### src/rtl/fpu_pkg.sv
// Shared FPU type definitions: the decoded operation encoding passed from the
// FPU instruction decoder to the issue controller.
package fpu_pkg;

  typedef enum logic [4:0] {
    FPU_NOP,
    FPU_ADD,
    FPU_SUB,
    FPU_MUL,
    F_DIV,
    FPU_SQRT,
    FPU_FMADD,
    FPU_FMSUB,
    FPU_FNMADD,
    FPU_FNMSUB,
    F_SGNJ,
    F_SGNJ_N,
    F_SGNJ_X,
    FPU_MIN,
    FPU_MAX,
    FPU_CMP_EQ,
    FPU_CMP_LT,
    FPU_CMP_LE,
    FCLASS,
    FPU_MOVE_FLOAT2INT,
    FPU_MOVE_INT2FLOAT,
    FPU_FLOAT2INT,
    FPU_FLOAT2INT_U,
    FPU_INT2FLOAT,
    FPU_INT2FLOAT_U
  } fpu_op_e;

endpackage

### src/rtl/fpu_issue_ctrl.sv
// FPU issue/writeback controller: executes sign-inject, min/max, compare,
// classify and move locally, dispatches arithmetic ops, owns sticky fflags.
module fpu_issue_ctrl
  import fpu_pkg::*;
#(
  parameter int unsigned TIMEOUT_CYCLES = 64
) (
  input  logic        clk_i,
  input  logic        rst_ni,
  input  logic        in_valid_i,
  output logic        in_ready_o,
  input  fpu_op_e     in_op_i,
  input  logic [2:0]  in_rm_i,
  input  logic [4:0]  in_rd_i,
  input  logic [31:0] in_a_i,
  input  logic [31:0] in_b_i,
  input  logic [31:0] in_c_i,
  output logic        arith_valid_o,
  output fpu_op_e     arith_op_o,
  output logic [2:0]  arith_rm_o,
  output logic [31:0] arith_a_o,
  output logic [31:0] arith_b_o,
  output logic [31:0] arith_c_o,
  input  logic        arith_done_i,
  input  logic [31:0] arith_result_i,
  input  logic [4:0]  arith_flags_i,
  output logic        arith_abort_o,
  output logic        wb_valid_o,
  input  logic        wb_ready_i,
  output logic [4:0]  wb_rd_o,
  output logic [31:0] wb_data_o,
  output logic        wb_to_int_o,
  output logic [4:0]  wb_flags_o,
  output logic [4:0]  fflags_o,
  input  logic        fflags_clr_i,
  output logic        busy_o
);

  // One-hot so arith_valid_o and wb_valid_o come straight off state flops.
  localparam logic [2:0] ST_IDLE  = 3'b001;
  localparam logic [2:0] ST_ARITH = 3'b010;
  localparam logic [2:0] ST_WB    = 3'b100;

  localparam int unsigned   CNT_W    = (TIMEOUT_CYCLES > 1) ? $clog2(TIMEOUT_CYCLES) : 1;
  localparam logic [CNT_W-1:0] CNT_LAST = CNT_W'(TIMEOUT_CYCLES - 1);
  localparam logic [31:0]   QNAN     = 32'h7FC0_0000;
  localparam logic [4:0]    FLAG_NV  = 5'b10000;

  function automatic logic is_local_op(input fpu_op_e op);
    case (op)
      F_SGNJ, F_SGNJ_N, F_SGNJ_X, FPU_MIN, FPU_MAX,
      FPU_CMP_EQ, FPU_CMP_LT, FPU_CMP_LE, FCLASS,
      FPU_MOVE_FLOAT2INT, FPU_MOVE_INT2FLOAT: return 1'b1;
      default:                                return 1'b0;
    endcase
  endfunction

  function automatic logic is_int_dest(input fpu_op_e op);
    case (op)
      FPU_CMP_EQ, FPU_CMP_LT, FPU_CMP_LE, FCLASS,
      FPU_MOVE_FLOAT2INT, FPU_FLOAT2INT, FPU_FLOAT2INT_U: return 1'b1;
      default:                                            return 1'b0;
    endcase
  endfunction

  logic [2:0]       state_q, state_d;
  logic [CNT_W-1:0] cnt_q, cnt_d;
  fpu_op_e          op_q, op_d;
  logic [2:0]       rm_q, rm_d;
  logic [4:0]       rd_q, rd_d;
  logic [31:0]      a_q, a_d, b_q, b_d, c_q, c_d;
  logic             to_int_q, to_int_d;
  logic [31:0]      wb_data_q, wb_data_d;
  logic [4:0]       wb_flags_q, wb_flags_d;
  logic [4:0]       fflags_q, fflags_d;
  logic             abort_q, abort_d;

  // Operand classification on the incoming operands (local ops resolve at accept).
  logic a_exp_max, a_exp_zero, a_man_nz, a_nan, a_snan, a_zero;
  logic b_nan, b_snan, b_zero;
  logic [31:0] key_a, key_b;
  logic a_lt_b, both_zero, any_nan, any_snan;
  logic [9:0] class_a;

  assign a_exp_max  = &in_a_i[30:23];
  assign a_exp_zero = ~|in_a_i[30:23];
  assign a_man_nz   = |in_a_i[22:0];
  assign a_nan      = a_exp_max & a_man_nz;
  assign a_snan     = a_nan & ~in_a_i[22];
  assign a_zero     = a_exp_zero & ~a_man_nz;
  assign b_nan      = (&in_b_i[30:23]) & (|in_b_i[22:0]);
  assign b_snan     = b_nan & ~in_b_i[22];
  assign b_zero     = ~|in_b_i[30:0];

  // Sign-magnitude to unsigned order key; -0 lands just below +0.
  assign key_a     = in_a_i[31] ? ~in_a_i : {1'b1, in_a_i[30:0]};
  assign key_b     = in_b_i[31] ? ~in_b_i : {1'b1, in_b_i[30:0]};
  assign a_lt_b    = key_a < key_b;
  assign both_zero = a_zero & b_zero;
  assign any_nan   = a_nan | b_nan;
  assign any_snan  = a_snan | b_snan;

  assign class_a = {a_nan & in_a_i[22],
                    a_snan,
                    ~in_a_i[31] & a_exp_max & ~a_man_nz,
                    ~in_a_i[31] & ~a_exp_zero & ~a_exp_max,
                    ~in_a_i[31] & a_exp_zero & a_man_nz,
                    ~in_a_i[31] & a_zero,
                     in_a_i[31] & a_zero,
                     in_a_i[31] & a_exp_zero & a_man_nz,
                     in_a_i[31] & ~a_exp_zero & ~a_exp_max,
                     in_a_i[31] & a_exp_max & ~a_man_nz};

  logic [31:0] local_data;
  logic [4:0]  local_flags;

  always_comb begin
    // NOTE: every output of a combinational block gets a default first so no path leaves it unassigned (no inferred latch).
    local_data  = '0;
    local_flags = '0;
    case (in_op_i)
      F_SGNJ:   local_data = {in_b_i[31], in_a_i[30:0]};
      F_SGNJ_N: local_data = {~in_b_i[31], in_a_i[30:0]};
      F_SGNJ_X: local_data = {in_a_i[31] ^ in_b_i[31], in_a_i[30:0]};
      FPU_MIN, FPU_MAX: begin
        local_flags = any_snan ? FLAG_NV : 5'b0;
        if (a_nan && b_nan)                        local_data = QNAN;
        else if (a_nan)                            local_data = in_b_i;
        else if (b_nan)                            local_data = in_a_i;
        else if ((in_op_i == FPU_MIN) == a_lt_b)   local_data = in_a_i;
        else                                       local_data = in_b_i;
      end
      FPU_CMP_EQ: begin
        local_data  = {31'b0, ~any_nan & ((in_a_i == in_b_i) | both_zero)};
        local_flags = any_snan ? FLAG_NV : 5'b0;
      end
      FPU_CMP_LT: begin
        local_data  = {31'b0, ~any_nan & a_lt_b & ~both_zero};
        local_flags = any_nan ? FLAG_NV : 5'b0;
      end
      FPU_CMP_LE: begin
        local_data  = {31'b0, ~any_nan & (a_lt_b | (in_a_i == in_b_i) | both_zero)};
        local_flags = any_nan ? FLAG_NV : 5'b0;
      end
      FCLASS:                                 local_data = {22'b0, class_a};
      FPU_MOVE_FLOAT2INT, FPU_MOVE_INT2FLOAT: local_data = in_a_i;
      default: ;
    endcase
  end

  always_comb begin
    state_d    = state_q;
    cnt_d      = cnt_q;
    op_d       = op_q;
    rm_d       = rm_q;
    rd_d       = rd_q;
    a_d        = a_q;
    b_d        = b_q;
    c_d        = c_q;
    to_int_d   = to_int_q;
    wb_data_d  = wb_data_q;
    wb_flags_d = wb_flags_q;
    abort_d    = 1'b0;
    case (state_q)
      ST_IDLE: begin
        if (in_valid_i) begin
          op_d     = in_op_i;
          rm_d     = in_rm_i;
          rd_d     = in_rd_i;
          a_d      = in_a_i;
          b_d      = in_b_i;
          c_d      = in_c_i;
          to_int_d = is_int_dest(in_op_i);
          if (is_local_op(in_op_i)) begin
            wb_data_d  = local_data;
            wb_flags_d = local_flags;
            state_d    = ST_WB;
          end else if (in_op_i != FPU_NOP) begin
            cnt_d   = '0;
            state_d = ST_ARITH;
          end
        end
      end
      ST_ARITH: begin
        if (arith_done_i) begin
          wb_data_d  = arith_result_i;
          wb_flags_d = arith_flags_i;
          state_d    = ST_WB;
        end else if (TIMEOUT_CYCLES != 0 && cnt_q == CNT_LAST) begin
          wb_data_d  = QNAN;
          wb_flags_d = FLAG_NV;
          abort_d    = 1'b1;
          state_d    = ST_WB;
        end else begin
          cnt_d = cnt_q + CNT_W'(1);
        end
      end
      ST_WB: if (wb_ready_i) state_d = ST_IDLE;
      default: state_d = ST_IDLE;
    endcase
  end

  // A clear coinciding with a writeback leaves only that writeback's flags.
  logic wb_hs;
  assign wb_hs = state_q[2] & wb_ready_i;

  always_comb begin
    fflags_d = fflags_q;
    if (fflags_clr_i) fflags_d = wb_hs ? wb_flags_q : 5'b0;
    else if (wb_hs)   fflags_d = fflags_q | wb_flags_q;
  end

  always_ff @(posedge clk_i or negedge rst_ni) begin
    if (!rst_ni) begin
      state_q    <= ST_IDLE;
      cnt_q      <= '0;
      op_q       <= FPU_NOP;
      rm_q       <= '0;
      rd_q       <= '0;
      a_q        <= '0;
      b_q        <= '0;
      c_q        <= '0;
      to_int_q   <= 1'b0;
      wb_data_q  <= '0;
      wb_flags_q <= '0;
      fflags_q   <= '0;
      abort_q    <= 1'b0;
    end else begin
      // NOTE: non-blocking assignments so every flop samples pre-edge values regardless of statement order.
      state_q    <= state_d;
      cnt_q      <= cnt_d;
      op_q       <= op_d;
      rm_q       <= rm_d;
      rd_q       <= rd_d;
      a_q        <= a_d;
      b_q        <= b_d;
      c_q        <= c_d;
      to_int_q   <= to_int_d;
      wb_data_q  <= wb_data_d;
      wb_flags_q <= wb_flags_d;
      fflags_q   <= fflags_d;
      abort_q    <= abort_d;
    end
  end

  assign in_ready_o    = (state_q == ST_IDLE);
  assign busy_o        = (state_q != ST_IDLE);
  assign arith_valid_o = state_q[1];
  assign arith_op_o    = op_q;
  assign arith_rm_o    = rm_q;
  assign arith_a_o     = a_q;
  assign arith_b_o     = b_q;
  assign arith_c_o     = c_q;
  assign arith_abort_o = abort_q;
  assign wb_valid_o    = state_q[2];
  assign wb_rd_o       = rd_q;
  assign wb_data_o     = wb_data_q;
  assign wb_to_int_o   = to_int_q;
  assign wb_flags_o    = wb_flags_q;
  assign fflags_o      = fflags_q;

endmodule
### config.mk
export PLATFORM = sky130hd
export DESIGN_NAME = fpu_issue_ctrl
export DESIGN_NICKNAME = d
export VERILOG_FILES = /design/src/rtl/fpu_pkg.sv /design/src/rtl/fpu_issue_ctrl.sv
export SDC_FILE = /design/constraint.sdc
export NUM_CORES = 1
export LEC_CHECK = 0
export ABC_AREA = 1
export CORE_ASPECT_RATIO = 1.25
export CORE_MARGIN = 2
export CORE_UTILIZATION = 46
export CTS_BUF_LIST = sky130_fd_sc_hd__clkbuf_16
export DETAILED_ROUTE_END_ITERATION = 7
export HOLD_SLACK_MARGIN = 0.06
export PLACE_DENSITY = 0.76
export SYNTH_ARGS = -nofsm -noshare
export SYNTH_HDL_FRONTEND = slang
export SYNTH_SLANG_ARGS = --single-unit
export TNS_END_PERCENT = 10
### constraint.sdc
create_clock -name clk_i -period 3.75 [get_ports clk_i]
set_input_delay 0.375 -clock clk_i [delete_from_list [all_inputs] [get_ports clk_i]]
set_output_delay 0.375 -clock clk_i [all_outputs]
set_load 0.01 [all_outputs]
==> reports/metrics.yaml, run 1 <==
floorplan:
  die-area_sq_um: 21700
  core_area_sq_um: 20200
  die_h_um: 164
  rows: 58
  initial_core_util: 0.469
  die_w_um: 132
  io_pins: 309
yosys:
  synth_edf_count: 0
  yosysTopAreaCellShare: 0.426
  syn_nets: 1448
  synthFlopType: "dfrtp_1"
  async_reset_ff_frac: 1.00
  avgSynthCellArea_sq_um: 7.48
  netlist_area_sq_um: 9450
  synthTopCellsByArea: "dfrtp_1 43%, nand2_1 17%, o21ai_0 4.6%"
  netlist-cell-type-count: 40
  ys_seq_elements: 162
  seq_area_frac_synth: 0.429
  ys_warn_count: 0
  yosys.area.top_type: "dfrtp_1"
  syn-instance-count: 1264
sta:
  worst_pin_slew_ps: 847
  slew_headroom: 0.435
  period_share: 0.772
  setup_tns_ps: 0
  maxSlewViolCount: 0
  period_minus_slack_ps: 2900
  fin_worst_skew_ps: 8.74
  fmax_mhz: 345
  finalSetupViolations: 0
  rsz0062_at_grt: "false"
  finalHoldViolations: 0
route:
  drtIter0Drc: 858
  drtPass1Iterations: 8
  wire_per_inst_um: 19.2
  wl_um: 35500
  final_antenna_net_count: 0
  vias: 9917
  vias_per_cell: 5.37
  drc_errors: 0
grt:
  antenna_found_initial: 0
  grt.total_usage: 0.328
  grt_max_degree: 72
  gr-total-overflow: 0
  grt_pass1_wl_um: 55000
  grt_pass1_vias: 10000
power_and_ir_drop:
  switching_power_uw: 3490
  power.density_nw_per_um2: 677
  leakage_uw: 0.00636
  p_int_uw: 5610
  ir_drop_v: 0.000405
  p_comb_frac: 0.481
  clkPwrFrac: 0.189
  p_seq_frac: 0.329
  sw_frac_of_total: 0.383
setup_path:
  rr_endpoint: "cnt_q[5]$_DFFE_PN0P_"
  rr_startpoint: "state_q[0]$_DFFE_PN1P_"
  worstSetupPathType: "primary input to flop"
  worstPathArrival_ps: 3220
  slowest_delay_ps: 480
  r2r_cells: 10
  reg2reg_slack_ps: 1150
  crit_slowest_cell: "buf_2"
  end_kind: "flop"
  cp_max_fo: 24
  cp_common_cell: "nand2_1"
  crit_path_start_kind: "primary input"
  worstPathRequired_ps: 4070
  crit_path_cell_trace: "buf_2 -> buf_4 -> xor2_1 -> ha_1 -> a21oi_1 -> o21ai_0 -> a21oi_1 -> nand2_1 -> nand2_1 -> nand3_1 -> nand3_4 -> buf_4 -> nand3_1 -> nand3_1 -> nand2_1 -> nand2_1 -> a21oi_1"
clock_network:
  cts_root_buf: "clkbuf_16"
  cts_buffer_depth: 2
  cts_tree: "yes"
  h-tree-depth: 4
  insertion_delay_ps: 430
  cts_buffers: 17
  clkTransAtPathRegs_ps: 70
  ctsResizeCount: 0
  cts_sinks: 162
cells_and_area:
  area_growth_pct: 42.2
  fillers: 1795
  nets: 1748
  fin_area_sq_um: 13400
  antennaDiodeCount: 0
  drive_gt1_frac: 0.0558
  final_cell_mix: "416 x nand2_1, 305 x clkdlybuf4s50_1, 161 x dfrtp_1, 113 x inv_1, 86 x o21ai_0"
  final_common_cell: "nand2_1"
hold_path:
  hold_depth: 1
  hold_start: "cnt_q[5]$_DFFE_PN0P_"
  hold-path-endpoint: "cnt_q[5]$_DFFE_PN0P_"
  hp-class: "flop to flop"
placement:
  place_area_sq_um: 12900
  dp_hpwl_um: 27500
  portBuffers: 308
  routabilityCongestion: 1.04
flow_run:
  drv_cap: 0
outcome:
  status: "finished, final reports clean"
[synth_stat cells (2+ instances only)]
cell type / n
nand4_1: 14
xor2_1: 36
ha_1: 32
a31oi_1: 2
inv_2: 6
o32ai_1: 2
nor2_1: 76
buf_2: 12
nand3_1: 57
nand2_2: 2
o22ai_1: 23
a211oi_1: 2
inv_1: 113
dfrtp_1: 161
nor3_2: 3
o21ai_1: 8
nor4_1: 14
nand2_1: 417
o21ai_0: 86
buf_6: 6
clkbuf_1: 36
buf_1: 6
o211ai_1: 3
xnor2_1: 32
a21oi_1: 83
nor2_2: 2
o2111ai_1: 5
nor3_1: 13
[layer usage]
metal	GRT usage	up-vias	share of wire
li1	-	4692	-
met5	0	-	0
met2	0.577	436	0.50
met3	0.0639	114	0.066
met4	0.186	0	0.055
met1	0.375	4675	0.38
[sequential cells by signal, indices dropped and copies added, names as in the netlist]
name / flops
arith_a_o: 32
arith_abort_o: 1
arith_b_o: 32
arith_c_o: 32
arith_op_o: 5
arith_rm_o: 3
cnt_q: 6
fflags_o: 5
state_q: 3
wb_data_o: 32
wb_flags_o: 5
wb_rd_o: 5
wb_to_int_o: 1
[critical path: cells and delay by family]
| kind | cells | cell delay, ps |
|---|---|---|
| compound gates | 4 | 500 |
| xor+xnor | 1 | 180 |
| fa+ha+maj | 1 | 290 |
| buf+inv | 3 | 1020 |
| simple gates | 8 | 820 |
[power by group through the flow]
stage | sequential, uW | clock [uW] | combinational [uW]
2_1_floorplan | 3340 | 0 | 1630
6_report | 3000 | 1720 | 4380
3_5_place_dp | 3020 | 0 | 4380
5_1_grt | 3090 | 1820 | 4800
3_3_place_gp | 3000 | 0 | 4310
4_1_cts | 3000 | 1750 | 4420
[how the worst max path moves through the flow]
stage	cells past startpoint	startpoint	slack, ps	to
5_1_grt	18	in_a_i[31]	600	wb_data_o[5]$_DFFE_PN0P_
6_report	17	in_a_i[31]	850	wb_data_o[5]$_DFFE_PN0P_
2_1_floorplan	21	in_b_i[31]	990	wb_data_o[22]$_DFFE_PN0P_
3_3_place_gp	16	in_a_i[19]	550	wb_data_o[5]$_DFFE_PN0P_
4_1_cts	17	in_a_i[31]	890	wb_data_o[5]$_DFFE_PN0P_
3_5_place_dp	17	in_a_i[31]	500	wb_data_o[5]$_DFFE_PN0P_
[kinds of logic after synthesis]
kind of cell    share of synthesized area
xor+xnor                           0.0630
flops                               0.429
buf+inv                            0.0793
simple gates                        0.263
fa+ha+maj                          0.0424
compound gates                      0.123
[through the flow]
step / utilization / cells / total power (uW) / hold WS (ps) / worst slack [ps]
6_report: 0.666 / 1846 / 9100 / 470 / 853
3_3_place_gp: 0.637 / 1814 / 7310 / 392 / 553
5_1_grt: 0.666 / 1846 / 9710 / 471 / 595
3_5_place_dp: 0.637 / 1814 / 7400 / 393 / 501
2_1_floorplan: - / 1264 / 4970 / 79.4 / 986
4_1_cts: 0.666 / 1846 / 9160 / 468 / 886
[area by class of cell]
class | count | area (sq um) | area share
clock buffers | 17 | 425 | 0.0317
clock inverters | 14 | 149 | 0.0111
inverters | 121 | 457 | 0.0340
multi-input cells | 920 | 4660 | 0.347
flip-flops and latches | 162 | 4060 | 0.302
well taps | 270 | 338 | 0.0251
repair buffers | 342 | 3360 | 0.250
[timing repair]
| item | CTS | global route |
|---|---|---|
| hold endpoints to repair | 61 | 0 |
| setup buffers | 0 | 0 |
| hold buffers | 1 | 0 |
(Power assumes the default switching activity.)
==> inputs of run 2 (changes only) <==
clock period = 2.7 ns   (was 3.75 ns; I/O delays follow)
==> run 2 against run 1 <==
- flip-flop and latch count is the same
- final area up 6.8%
- clock skew shrank 0.64 ps
- clock power is 44% higher
- sequential share of layout area down 1.9 points
- first-iteration DRC count increased by 10%
- global-route usage increased by 1.0 points
- highest routed layer is now met5
- clock-buffer cell count did not move
- utilization rose by 4.5 points
- total power rose by 42%
- register-to-register slack lost 730 ps
==> reports/metrics.yaml, run 2 (synthesis gave the netlist of run 1 again) <==
outcome:
  status: "finished, final reports clean"
sta:
  finalHoldViolations: 0
  finalSetupViolations: 0
  worst_pin_slew_ps: 781
  setup_tns_ps: 0
  rsz0062_at_grt: "false"
  fin_worst_skew_ps: 8.10
  fmax_mhz: 395
  maxSlewViolCount: 0
  slew_headroom: 0.480
  period_share: 0.939
  period_minus_slack_ps: 2530
  worst_hold_slack_ps: 355
setup_path:
  cp-startpoint: "in_a_i[14]"
  worstPathRequired_ps: 3060
  worstPathArrival_ps: 2890
  rr_startpoint: "state_q[0]$_DFFE_PN1P_"
  worstSetupPathType: "primary input to flop"
  reg2reg_slack_ps: 420
  cp_max_fo: 22
  end_kind: "flop"
  r2r_cells: 10
  rr_endpoint: "cnt_q[5]$_DFFE_PN0P_"
  crit_path_start_kind: "primary input"
  crit_end: "wb_data_o[6]$_DFFE_PN0P_"
clock_network:
  clkTransAtPathRegs_ps: 70
  cts_sinks: 162
  insertion_delay_ps: 440
  cts_root_buf: "clkbuf_16"
  cts_tree: "yes"
  h-tree-depth: 4
  cts_buffer_depth: 2
  cts_buffers: 17
cells_and_area:
  final_common_cell: "nand2_1"
  fin_area_sq_um: 14400
  antennaDiodeCount: 0
  area_growth_pct: 51.8
  fillers: 1634
  drive_gt1_frac: 0.117
  instances_no_fill: 1947
  nets: 1848
  final_cell_mix: "416 x nand2_1, 302 x clkdlybuf4s50_1, 161 x dfrtp_1, 122 x buf_4, 113 x inv_1"
route:
  wire_per_inst_um: 18.9
  vias_per_cell: 5.27
  final_antenna_net_count: 0
  vias: 10300
  drc_errors: 0
  drtIter0Drc: 945
  drtPass1Iterations: 5
  wl_um: 36800
floorplan:
  initial_core_util: 0.469
  core_area_sq_um: 20200
  rows: 58
  die_w_um: 132
  io_pins: 309
  die-area_sq_um: 21700
  die_h_um: 164
placement:
  dp_hpwl_um: 28800
  dp.cells: 1913
  routabilityCongestion: 1.02
  place_area_sq_um: 13700
  portBuffers: 308
grt:
  grt_max_degree: 176
  grt_pass1_wl_um: 56400
  grt_pass1_vias: 10300
  gr-total-overflow: 0
  grt.total_usage: 0.338
  antenna_found_initial: 1
power_and_ir_drop:
  power_uw: 12900
  power.density_nw_per_um2: 900
  p_comb_frac: 0.487
  ir_drop_v: 0.00135
  switching_power_uw: 4950
  p_int_uw: 7970
  leakage_uw: 0.00692
  p_seq_frac: 0.321
  sw_frac_of_total: 0.383
  clkPwrFrac: 0.192
flow_run:
  drv_cap: 0
hold_path:
  hp-class: "primary input to asynchronous set/reset pin"
[run 2: cell count changes in the layout (fill, tap and decap cells not counted), sizes merged]
cell,change
clkinv,-1
inv,+2
clkdlybuf4s50,-3
buf,+100
dlymetal6s2s,+3
[run 2: area by class of cell]
| class | instances | area [sq um] | area share |
|---|---|---|---|
| clock buffer | 17 | 425 | 0.0296 |
| clock inverter | 15 | 165 | 0.0115 |
| multi-input combinational | 920 | 4700 | 0.327 |
| sequential | 162 | 4060 | 0.282 |
| timing repair buffer | 442 | 4220 | 0.294 |
| inverter | 121 | 457 | 0.0318 |
| tap | 270 | 338 | 0.0235 |
[run 2: repair_timing]
action                                  in CTS  in global routing
endpoints found under the setup margin       1                 29
hold buffers                                 1                  0
buffers inserted                             0                  1
pin swaps                                    0                  2
resized for setup                            1                 12
hold endpoints to repair                    49                  0
[run 2: worst max-delay path: stages]
cell and delay, ps:
clkdlybuf4s50_1 460, xor2_1 170, ha_1 270, nand2_1 70, inv_1 70, nand3_1 100, nor3_2 280, nand2_1 90
nand2_1 90, nand2_1 90, nand2_1 100, nand2_2 70, nand3_4 80, nand2_4 90, buf_12 160, nand2_1 60
nand3_1 60, nand2_1 70, nand2_1 70, a21oi_2 160
[run 2: power by group through the flow]
| stage | logic, uW | clock network (uW) | registers (uW) |
|---|---|---|---|
| 6_report | 6290 | 2480 | 4150 |
| 5_1_grt | 6830 | 2620 | 4290 |
| 4_1_cts | 6290 | 2490 | 4150 |
| 3_5_place_dp | 6250 | 0 | 4180 |
| 3_3_place_gp | 6120 | 0 | 4140 |
| 2_1_floorplan | 2260 | 0 | 4640 |
[run 2: per-layer routing]
metal  GRT usage  routed length [um]  vias up
met5           0                  11        -
met4       0.184                1830        2
met3      0.0657                2410      131
met2       0.604               18700      451
met1       0.382               13800     4782
li1            -                   -     4895
[run 2: how the worst min path moves through the flow]
stage | end | cells after the start | start | slack [ps]
CTS | arith_c_o[13]$_DFFE_PN0P_ | 3 | in_c_i[13] | 360
global placement | arith_a_o[27]$_DFFE_PN0P_ | 1 | rst_ni | 260
floorplan | arith_a_o[0]$_DFFE_PN0P_ | 0 | rst_ni | -30
global route | arith_c_o[23]$_DFFE_PN0P_ | 3 | in_c_i[23] | 350
finish | arith_a_o[28]$_DFFE_PN0P_ | 2 | rst_ni | 360
detailed placement | arith_a_o[25]$_DFFE_PN0P_ | 1 | rst_ni | 270
[run 2: stage by stage]
step	setup slack [ps]	utilization
2_1_floorplan	40.7	-
3_3_place_gp	-329	0.679
3_5_place_dp	-320	0.679
4_1_cts	17.1	0.709
5_1_grt	9.74	0.712
6_report	165	0.712
==> inputs of run 3 (changes only) <==
CTS_CLUSTER_DIAMETER = 50   (was not set)
==> results of run 3 <==
Final layout, timing and power as in run 2 (identical DEF).
